$ cat src/rtl/stack_pkg.sv
// Shared stack constants: request encoding, sticky error bit positions, default memory-map geometry.
package stack_pkg;

    localparam logic [1:0] STK_NOP  = 2'b00;
    localparam logic [1:0] STK_POP  = 2'b01;
    localparam logic [1:0] STK_PUSH = 2'b10;
    localparam logic [1:0] STK_REPL = 2'b11;

    localparam int ERR_OVF_BIT = 0;
    localparam int ERR_UDF_BIT = 1;
    localparam int ERR_LD_BIT  = 2;
    localparam int ERR_W       = 3;

    localparam int unsigned STK_BASE  = 512;
    localparam int unsigned STK_DEPTH = 64;
    localparam int unsigned STK_WB    = 4;

endpackage

$ cat src/rtl/stack_ptr_unit_if.sv
// Control-unit <-> stack pointer unit bus; master drives requests, slave returns SP, addresses and flags.
interface stack_ptr_unit_if #(
    parameter int AW = 32,
    parameter int CW = 7
);
    logic          push;
    logic          pop;
    logic          sp_ld;
    logic [AW-1:0] sp_ld_val;
    logic          err_clr;
    logic [AW-1:0] sp_out;
    logic [AW-1:0] wr_addr;
    logic [AW-1:0] rd_addr;
    logic          mem_we;
    logic [CW-1:0] count;
    logic          full;
    logic          empty;
    logic          ovf_err;
    logic          udf_err;
    logic          ld_err;

    modport master (
        output push, pop, sp_ld, sp_ld_val, err_clr,
        input  sp_out, wr_addr, rd_addr, mem_we, count, full, empty, ovf_err, udf_err, ld_err
    );

    modport slave (
        input  push, pop, sp_ld, sp_ld_val, err_clr,
        output sp_out, wr_addr, rd_addr, mem_we, count, full, empty, ovf_err, udf_err, ld_err
    );
endinterface

$ cat src/rtl/stack_ld_check.sv
// Combinational legality check for an SP load: WB alignment and range on the growth side of BASE.
// Also derives the occupancy implied by the loaded value.
module stack_ld_check
    import stack_pkg::*;
#(
    parameter int          AW        = 32,
    parameter int unsigned BASE      = STK_BASE,
    parameter int unsigned DEPTH     = STK_DEPTH,
    parameter int unsigned WB        = STK_WB,
    parameter bit          GROW_DOWN = 1'b0,
    parameter int          CW        = $clog2(DEPTH + 1)
) (
    input  logic [AW-1:0] val,
    output logic          legal,
    output logic [CW-1:0] cnt
);
    localparam logic [AW-1:0] BASE_V = AW'(BASE);
    localparam logic [AW-1:0] MASK_V = AW'(WB - 1);
    localparam logic [AW:0]   SPAN_V = (AW + 1)'(DEPTH * WB);
    localparam int            SH     = $clog2(WB);

    logic [AW-1:0] diff;
    logic          in_dir;
    logic          aligned;

    always_comb begin
        diff    = GROW_DOWN ? (BASE_V - val) : (val - BASE_V);
        in_dir  = GROW_DOWN ? (val <= BASE_V) : (val >= BASE_V);
        aligned = ((val & MASK_V) == '0);
        legal   = aligned && in_dir && ({1'b0, diff} <= SPAN_V);
        cnt     = CW'(diff >> SH);
    end
endmodule

$ cat src/rtl/stack_ptr_unit.sv
// SP register + occupancy counter with push/pop/replace-top addressing; state updates one clock after request,
// addresses and mem_we are zero-latency. No backpressure: refused requests raise sticky errors. Wrap-at-full under STACK_WRAP_EN.
module stack_ptr_unit
    import stack_pkg::*;
#(
    parameter int          AW        = 32,
    parameter int unsigned BASE      = STK_BASE,
    parameter int unsigned DEPTH     = STK_DEPTH,
    parameter int unsigned WB        = STK_WB,
    parameter bit          GROW_DOWN = 1'b0
) (
    input  logic            clk,
    input  logic            rst,
    stack_ptr_unit_if.slave bus
);
    localparam int            CW      = $clog2(DEPTH + 1);
    localparam logic [AW-1:0] BASE_V  = AW'(BASE);
    localparam logic [AW-1:0] STEP_V  = AW'(WB);
    localparam logic [CW-1:0] DEPTH_V = CW'(DEPTH);

    logic [AW-1:0]    sp_q, sp_d;
    logic [CW-1:0]    count_q, count_d;
    logic [ERR_W-1:0] err_q, err_d;
    logic             we;
    logic             ld_ok;
    logic [CW-1:0]    ld_cnt;
    logic             full, empty;
    logic [AW-1:0]    top_addr, push_addr, sp_fwd, sp_back;
    logic [1:0]       req;

    stack_ld_check #(
        .AW(AW), .BASE(BASE), .DEPTH(DEPTH), .WB(WB), .GROW_DOWN(GROW_DOWN), .CW(CW)
    ) u_ld_check (
        .val   (bus.sp_ld_val),
        .legal (ld_ok),
        .cnt   (ld_cnt)
    );

    assign req       = {bus.push, bus.pop};
    assign full      = (count_q == DEPTH_V);
    assign empty     = (count_q == '0);
    assign sp_fwd    = GROW_DOWN ? (sp_q - STEP_V) : (sp_q + STEP_V);
    assign sp_back   = GROW_DOWN ? (sp_q + STEP_V) : (sp_q - STEP_V);
    assign top_addr  = GROW_DOWN ? sp_q : (sp_q - STEP_V);
    assign push_addr = GROW_DOWN ? (sp_q - STEP_V) : sp_q;

    // A new error raised this cycle overrides err_clr because it is applied after the clear.
    always_comb begin
        sp_d    = sp_q;
        count_d = count_q;
        err_d   = bus.err_clr ? '0 : err_q;
        we      = 1'b0;
        if (bus.sp_ld) begin
            if (ld_ok) begin
                sp_d    = bus.sp_ld_val;
                count_d = ld_cnt;
            end else begin
                err_d[ERR_LD_BIT] = 1'b1;
            end
        end else begin
            case (req)
                STK_PUSH: begin
                    if (!full) begin
                        we      = 1'b1;
                        sp_d    = sp_fwd;
                        count_d = count_q + CW'(1);
                    end else begin
                        err_d[ERR_OVF_BIT] = 1'b1;
`ifdef STACK_WRAP_EN
                        sp_d    = BASE_V;
                        count_d = '0;
`endif
                    end
                end
                STK_POP: begin
                    if (!empty) begin
                        sp_d    = sp_back;
                        count_d = count_q - CW'(1);
                    end else begin
                        err_d[ERR_UDF_BIT] = 1'b1;
                    end
                end
                STK_REPL: we = !empty;
                default: ;
            endcase
        end
    end

    always_ff @(posedge clk) begin
        if (rst) begin
            sp_q    <= BASE_V;
            count_q <= '0;
            err_q   <= '0;
        end else begin
            sp_q    <= sp_d;
            count_q <= count_d;
            err_q   <= err_d;
        end
    end

    assign bus.sp_out  = sp_q;
    assign bus.count   = count_q;
    assign bus.full    = full;
    assign bus.empty   = empty;
    assign bus.rd_addr = top_addr;
    assign bus.wr_addr = (req == STK_REPL) ? top_addr : push_addr;
    assign bus.mem_we  = we & ~rst;
    assign bus.ovf_err = err_q[ERR_OVF_BIT];
    assign bus.udf_err = err_q[ERR_UDF_BIT];
    assign bus.ld_err  = err_q[ERR_LD_BIT];
endmodule

$ cat src/flat_wrapper.sv
// flat-port wrapper written by rule: the top's interface ports become plain ports
module stack_ptr_unit_flat import stack_pkg::*;
#(
    parameter int          AW        = 32,
    parameter int unsigned BASE      = STK_BASE,
    parameter int unsigned DEPTH     = STK_DEPTH,
    parameter int unsigned WB        = STK_WB,
    parameter bit          GROW_DOWN = 1'b0
)
  (clk, rst, bus_push, bus_pop, bus_sp_ld, bus_sp_ld_val, bus_err_clr, bus_sp_out, bus_wr_addr, bus_rd_addr, bus_mem_we, bus_count, bus_full, bus_empty, bus_ovf_err, bus_udf_err, bus_ld_err);
  stack_ptr_unit_if #(.AW(AW), .CW(($clog2(DEPTH + 1)))) bus_i ();
  input  logic clk;
  input  logic rst;
  input wire logic [$bits(bus_i.push)-1:0] bus_push;
  input wire logic [$bits(bus_i.pop)-1:0] bus_pop;
  input wire logic [$bits(bus_i.sp_ld)-1:0] bus_sp_ld;
  input wire logic [$bits(bus_i.sp_ld_val)-1:0] bus_sp_ld_val;
  input wire logic [$bits(bus_i.err_clr)-1:0] bus_err_clr;
  output wire logic [$bits(bus_i.sp_out)-1:0] bus_sp_out;
  output wire logic [$bits(bus_i.wr_addr)-1:0] bus_wr_addr;
  output wire logic [$bits(bus_i.rd_addr)-1:0] bus_rd_addr;
  output wire logic [$bits(bus_i.mem_we)-1:0] bus_mem_we;
  output wire logic [$bits(bus_i.count)-1:0] bus_count;
  output wire logic [$bits(bus_i.full)-1:0] bus_full;
  output wire logic [$bits(bus_i.empty)-1:0] bus_empty;
  output wire logic [$bits(bus_i.ovf_err)-1:0] bus_ovf_err;
  output wire logic [$bits(bus_i.udf_err)-1:0] bus_udf_err;
  output wire logic [$bits(bus_i.ld_err)-1:0] bus_ld_err;
  assign bus_i.push = bus_push;
  assign bus_i.pop = bus_pop;
  assign bus_i.sp_ld = bus_sp_ld;
  assign bus_i.sp_ld_val = bus_sp_ld_val;
  assign bus_i.err_clr = bus_err_clr;
  assign bus_sp_out = bus_i.sp_out;
  assign bus_wr_addr = bus_i.wr_addr;
  assign bus_rd_addr = bus_i.rd_addr;
  assign bus_mem_we = bus_i.mem_we;
  assign bus_count = bus_i.count;
  assign bus_full = bus_i.full;
  assign bus_empty = bus_i.empty;
  assign bus_ovf_err = bus_i.ovf_err;
  assign bus_udf_err = bus_i.udf_err;
  assign bus_ld_err = bus_i.ld_err;
  stack_ptr_unit #(.AW(AW), .BASE(BASE), .DEPTH(DEPTH), .WB(WB), .GROW_DOWN(GROW_DOWN)) u_core (.clk(clk), .rst(rst), .bus(bus_i));
endmodule
$ cat config.mk
export PLATFORM = sky130hd
export DESIGN_NAME = stack_ptr_unit_flat
export DESIGN_NICKNAME = d
export VERILOG_FILES = /design/src/rtl/stack_pkg.sv /design/src/rtl/stack_ptr_unit_if.sv /design/src/rtl/stack_ld_check.sv /design/src/rtl/stack_ptr_unit.sv /design/src/flat_wrapper.sv
export SDC_FILE = /design/constraint.sdc
export NUM_CORES = 1
export LEC_CHECK = 0
export CAP_MARGIN = 30
export CORE_MARGIN = 4
export CORE_UTILIZATION = 49
export DETAILED_ROUTE_END_ITERATION = 10
export PLACE_DENSITY = 0.8
export SYNTH_ARGS = -nofsm -noshare
export SYNTH_HDL_FRONTEND = slang
export SYNTH_HIERARCHICAL = 1
export SYNTH_SLANG_ARGS = --single-unit
$ cat constraint.sdc
create_clock -name clk -period 5.05 [get_ports clk]
set_input_delay 1.01 -clock clk [delete_from_list [all_inputs] [get_ports clk]]
set_output_delay 1.01 -clock clk [all_outputs]
set_load 0.02 [all_outputs]
==> flow_metrics.py <==
metrics = {
    "timing": {
        "setup-violations-final": 0,
        "hold_viol": 0,
        "tns_ps": 0,
        "worst_slew_margin_rel_pct": 37.89,
        "max_freq_ghz": 0.2218,
        "rsz0062_at_grt": "no",
        "min_period_ps": 4509,
        "worst_slew_pin_slew_ps": 929.4,
        "period_share_pct": 89.29,
        "drv_slew": 0,
        "clock_skew_ps": 17.41,
    },
    "outcome": {
        "outcome": "finished, final reports clean",
    },
    "final_layout": {
        "drive_gt1_share_pct": 8.355,
        "n_antenna_cell": 0,
        "fin_nets": 812,
        "final_cell_area_um2": 6206,
        "multiInputGateArea_um2": 3456,
        "area_growth_pct": 28.86,
        "fillers": 844,
        "seqCellArea_um2": 840.8,
    },
    "detailed_routing": {
        "drt-initial-drc-count": 649,
        "dr_total_vias": 5665,
        "drc": 0,
        "ant_nets": 0,
        "vias_per_cell": 6.330,
        "first_pass_iters": 6,
        "wire_per_inst_um": 19.71,
        "routed_wl_um": 17640,
    },
    "floorplan": {
        "dieArea_um2": 11480,
        "fp-row-count": 35,
        "core_area_um2": 9415,
        "die-height_um": 107.1,
        "die_w_um": 107.1,
        "initial_core_util_pct": 51.15,
        "ios": 147,
    },
    "setup_path": {
        "cp-end-kind": "primary output",
        "critPathMaxStageDelay_ps": 630,
        "path_max_fanout": 11,
        "arrival_ps": 3500,
        "crit_type": "flop to primary output",
        "startpoint_type": "flop",
        "required_ps": 4040,
        "worst_path_max_delay_cell": "clkdlybuf4s50_1",
        "r2r_cells": 6,
        "cp_cell_sequence": "inv_1, ha_1, or3b_2, nor4_1, buf_4, nand2_2, nor2_2, nand2_1, xnor2_1, clkdlybuf4s50_1",
    },
    "yosys": {
        "synth_common_cells": "nand2_1 (66), nor2_1 (56), dfxtp_1 (42)",
        "synth_top_area_cell": "dfxtp_1",
        "yosysSeqAreaShare_pct": 17.46,
        "synth_top_area_share_pct": 17.46,
        "yosys_register_bits": 42,
        "yosys_warnings": 6,
        "ys_types": 86,
        "synth_fp_nets": 718,
        "postSynthCellCount": 671,
        "yosys-top-cells-area": "dfxtp_1 (17%), xnor2_1 (7.3%), nand2_1 (5.1%), nor2_1 (4.4%), nand3_1 (4.1%)",
        "synthFlopType": "dfxtp_1",
        "synthArstFlopShare_pct": 0,
        "synth_most_common_cell": "nand2_1",
        "syn_area_um2": 4816,
        "synth-edff-count": 0,
        "syn_avg_cell_area_um2": 7.177,
    },
    "placement": {
        "dp_hpwl_um": 13170,
        "place_congestion": 0.9596,
        "port_buffers": 146,
        "postPlaceCellArea_um2": 6113,
    },
    "hold_path": {
        "hp-class": "flop to flop",
        "holdPathStages": 2,
    },
    "clock_tree": {
        "root_buffer": "clkbuf_8",
        "cts_tree": "done",
        "hold_buffers": 0,
        "cts_buffer_depth": 2,
        "clkSinkCount": 42,
        "clk-insertion-delay-late_ps": 310,
        "numCtsBuffers": 5,
        "clkTransAtPathRegs_ps": 100,
        "cts_setup_buffers": 0,
        "post_cts_resized": 0,
        "htreeDepth": 2,
    },
    "pwr": {
        "power_density_nw_per_um2": 199.6,
        "irDropWorstVdd_v": 0.0001359,
        "leakagePower_nw": 2.047,
    },
    "grt": {
        "grt_max_degree": 50,
        "grt_usage_pct": 30.36,
        "grt_pass1_wl_um": 28210,
        "overflow": 0,
        "antenna_found_initial": 0,
        "grt_pass1_vias": 5274,
    },
    "job": {
        "drv_cap": 0,
    },
}
[critical path: cells and delay by family (launching register included)]
kind,cells,cell delay (ps)
xor+xnor,1,160
fa+ha+maj,1,240
buf+inv,3,1060
flops,1,410
simple gates,5,1310
[cells in the final DEF, fill, tap and decap left out, types with 5 or more instances in the layout]
cell	count
a211oi_1	15
a21oi_1	37
a22oi_1	5
a31oi_1	9
and2_1	6
buf_4	16
clkbuf_8	5
clkdlybuf4s50_1	145
dfxtp_1	42
ha_1	8
inv_1	19
nand2_1	66
nand2b_1	7
nand3_1	39
nand4_1	16
nor2_1	56
nor2b_1	5
nor3_1	27
nor4_1	17
o211ai_1	5
o21ai_0	35
o22ai_1	7
o31ai_1	6
or3_1	7
or4_1	5
xnor2_1	40
xor2_1	17
[cell type report]
cell class,instances,share of cell area [%]
Sequential cell,42,13.55
Timing Repair Buffer,163,25.48
Clock buffer,5,1.109
Multi-Input combinational cell,532,55.69
Inverter,21,1.270
Tap cell,129,2.601
Clock inverter,3,0.3024
[per-layer routing]
metal  routed length, um  vias up  part of all wire [%]  track usage (%)
li1                    -     2652                     -                -
met1                7403     2617                    42            44.25
met2                7578      365                    43            45.08
met3                2356       31                    13            7.164
met4                 305        0                   1.7            6.758
met5                   0        -                     0                0
[registers in the layout, indices dropped and copies added (netlist names)]
| signal | count |
|---|---|
| u_core/bus.count | 7 |
| u_core/bus.sp_out | 32 |
| u_core/err_q | 3 |
[cell families (layout without fill, tap and decap cells)]
group	after synthesis	count (layout)	share of synthesized area (%)
AO/OA/AOI/OAI	173	173	24.81
flip-flops	42	42	17.46
adder cells (fa/ha/maj)	9	9	2.494
buffers and inverters	97	192	11.15
XOR/XNOR	58	58	10.94
AND/OR/NAND/NOR	287	287	32.06
multiplexers	5	5	1.091
[per-stage QoR]
stage                     setup slack [ps]  util (%)  hold WS (ps)  total power [mW]  std cells
after floorplan                       1177         -         558.2            0.7586        671
after global placement               518.8     64.93         492.3             1.001        886
after detailed placement             351.5     64.93         484.8             1.007        886
after CTS                            556.5     65.86         508.0             1.236        894
after global routing                 236.2     65.91         553.0             1.301        895
final                                540.8     65.91         504.8             1.239        895
[power breakdown]
part	switching [mW]	internal, mW
combinational	0.341	0.265
sequential	0.0517	0.351
clock	0.133	0.0977
total	0.526	0.713
[path summary, 6_finish.rpt]
| path | endpoint | start | slack [ps] |
|---|---|---|---|
| hold / removal | u_core/bus.sp_out[0]$_SDFFE_PP0P_ | u_core/bus.sp_out[0]$_SDFFE_PP0P_ | 500 |
| setup / recovery | bus_wr_addr[28] | u_core/bus.sp_out[2]$_SDFFE_PP0P_ | 540 |
| setup reg to reg | u_core/bus.sp_out[31]$_SDFFE_PP0P_ | u_core/bus.sp_out[20]$_SDFFE_PP0P_ | 2080 |
| hold reg to reg | u_core/bus.sp_out[0]$_SDFFE_PP0P_ | u_core/bus.sp_out[0]$_SDFFE_PP0P_ | 500 |
No activity file was read; power rests on OpenSTA's default activity.
==> RTL edit, RTL diff (config.mk and constraints unchanged) <==
`GROW_DOWN` is set to 1'b0 in 3 places; all go to 1'b1.
--- a/src/rtl/stack_ld_check.sv
+++ b/src/rtl/stack_ld_check.sv
@@ -7,7 +7,7 @@
     parameter int unsigned BASE      = STK_BASE,
     parameter int unsigned DEPTH     = STK_DEPTH,
     parameter int unsigned WB        = STK_WB,
-    parameter bit          GROW_DOWN = 1'b0,
+    parameter bit          GROW_DOWN = 1'b1,
     parameter int          CW        = $clog2(DEPTH + 1)
 ) (
     input  logic [AW-1:0] val,
--- a/src/rtl/stack_ptr_unit.sv
+++ b/src/rtl/stack_ptr_unit.sv
@@ -7,7 +7,7 @@
     parameter int unsigned BASE      = STK_BASE,
     parameter int unsigned DEPTH     = STK_DEPTH,
     parameter int unsigned WB        = STK_WB,
-    parameter bit          GROW_DOWN = 1'b0
+    parameter bit          GROW_DOWN = 1'b1
 ) (
     input  logic            clk,
     input  logic            rst,
--- a/src/flat_wrapper.sv
+++ b/src/flat_wrapper.sv
@@ -5,7 +5,7 @@
     parameter int unsigned BASE      = STK_BASE,
     parameter int unsigned DEPTH     = STK_DEPTH,
     parameter int unsigned WB        = STK_WB,
-    parameter bit          GROW_DOWN = 1'b0
+    parameter bit          GROW_DOWN = 1'b1
 )
   (clk, rst, bus_push, bus_pop, bus_sp_ld, bus_sp_ld_val, bus_err_clr, bus_sp_out, bus_wr_addr, bus_rd_addr, bus_mem_we, bus_count, bus_full, bus_empty, bus_ovf_err, bus_udf_err, bus_ld_err);
   stack_ptr_unit_if #(.AW(AW), .CW(($clog2(DEPTH + 1)))) bus_i ();
Behaviour: not the same (Yosys sat finds a counterexample within 4 cycles, from zero or initial values and one cycle with rst high).
==> RTL edit against the unedited design <==
Worst setup slack gained 160 ps; sequential cell count stayed put; synthesized area down 5.5%; worst hold slack improved by 12 ps; final area shrank 4.9%; via count down 2.5%; non-clock buffer count rose by 2; sequential share of layout area rose by 0.70 points; clock power is 23% higher; wire length decreased by 5.1%; total power is 11% higher; critical path type unchanged; critical endpoint unchanged; largest cell class unchanged; highest routed layer unchanged.
==> RTL edit: results (changes against the unedited design) <==
Outcome: finished, final reports clean (unchanged). The met3 track demand over resource in global routing is 5.400% (was 7.164%). The transition time at the pin with the least slew margin came to 979.8 ps (was 929.4 ps). The post-synthesis compound-gate area fraction came out at 23.89% (was 24.81%).

The XOR/XNOR share of the synthesized area came out at 7.889% (was 10.94%). The post-placement setup slack was 788.0 ps (was 351.5 ps). The total nets after synthesis came to 702 (was 718). The final-layout clock buffer total is 6 (was 5). The multiplexer area fraction after synthesis is 1.127% (was 1.091%). Commonest cells in the synthesized netlist: sky130_fd_sc_hd__nor2_1, sky130_fd_sc_hd__nand2_1, sky130_fd_sc_hd__clkbuf_1, sky130_fd_sc_hd__dfxtp_1, sky130_fd_sc_hd__a21oi_1 (was sky130_fd_sc_hd__nand2_1, sky130_fd_sc_hd__nor2_1, sky130_fd_sc_hd__dfxtp_1, sky130_fd_sc_hd__xnor2_1, sky130_fd_sc_hd__nand3_1). The combinational share of power is 48.9% (about the same). The first-pass GRT wire length was 27090 µm (was 28210 µm). The met2 usage came out at 48.80% (was 45.08%). The non-clock buffer contribution to total cell area is 27.10% (was 25.48%). The cell area reported after detailed placement is 5791 µm² (was 6113 µm²). The final layout net count is 781 (was 812). The worst-case clock skew was 9.551 ps (was 17.41 ps).

The number of optimization iterations in the first detailed-route pass is 5 (was 6). The switching part of the total power is 41.67% (was 42.44%). The fraction of the mapped netlist area in adder cells was 2.364% (was 2.494%). The total number of multi-input combinational cells came out at 503 (was 532).

The overall routing resource usage came out at 29.61% (was 30.36%). The leakage power came out at 2.031 nW (was 2.047 nW). The number of fillers in the final layout was 788 (was 844). The post-route total power was 1.378 mW (was 1.239 mW).

The proportion of cell area occupied by multi-input gates came to 53.35% (was 55.69%). The HPWL reported at the end of detailed placement is 11960 µm (was 13170 µm). The count of inverters not on the clock network in the layout came out at 18 (was 21). The clock network fraction of total power came to 20.5% (was 18.6%). The post-synthesis cell type count came out at 66 (was 86). The relative area of clock buffers and inverters in the final design came out at 1.866% (was 1.411%). The sequential-to-total area share from yosys stat is 18.47% (was 17.46%).

The DRC violation total after the first TritonRoute iteration is 514 (was 649). The via count of the first global-routing pass came to 5189 (was 5274). The length in cells of the worst reg-to-reg path is 7 (was 6).

The power density relative to cell area is 233.5 nW/µm² (was 199.6 nW/µm²). The length of routed met2 wiring is 7795 µm (was 7578 µm). Synth area leaders: sky130_fd_sc_hd__dfxtp_1, sky130_fd_sc_hd__buf_4, sky130_fd_sc_hd__xnor2_1 (was sky130_fd_sc_hd__dfxtp_1, sky130_fd_sc_hd__xnor2_1, sky130_fd_sc_hd__nand2_1). The routability-driven placement congestion ratio came to 0.9607 (was 0.9596). The largest net degree at the start of global routing was 51 (was 50).

The routed wirelength normalized by instance count is 19.84 µm (was 19.71 µm). The maximum net fanout on the critical path came to 10 (was 11). The met1 wire length is 6818 µm (was 7403 µm).

The peak supply drop came out at 134.3 µV (was 135.9 µV). The area of the die is 10900 µm² (was 11480 µm²). The met1 global-route usage was 39.61% (was 44.25%). The share of cells above drive strength 1 is 5.571% (was 8.355%).
==> RTL edit: through the flow <==
| stage | hold WS [ps] | instances |
|---|---|---|
| after floorplan | 558.3 | 656 |
| after global placement | 493.8 | 836 |
| after detailed placement | 500.0 | 836 |
| after CTS | 515.6 | 844 |
| after global routing | 550.4 | 844 |
| final | 516.3 | 844 |
==> RTL edit: worst paths after layout <==
kind / to / startpoint / slack (ps)
worst max-delay path: bus_wr_addr[28] / u_core/bus.rd_addr[2]$_SDFFE_PP0P_ / 700
worst min-delay path: u_core/bus.rd_addr[0]$_SDFFE_PP0P_ / u_core/bus.rd_addr[0]$_SDFFE_PP0P_ / 520
worst max register to register: u_core/bus.count[6]$_SDFFE_PP0P_ / u_core/bus.count[5]$_SDFFE_PP0P_ / 2040
worst min register to register: u_core/bus.rd_addr[0]$_SDFFE_PP0P_ / u_core/bus.rd_addr[0]$_SDFFE_PP0P_ / 520
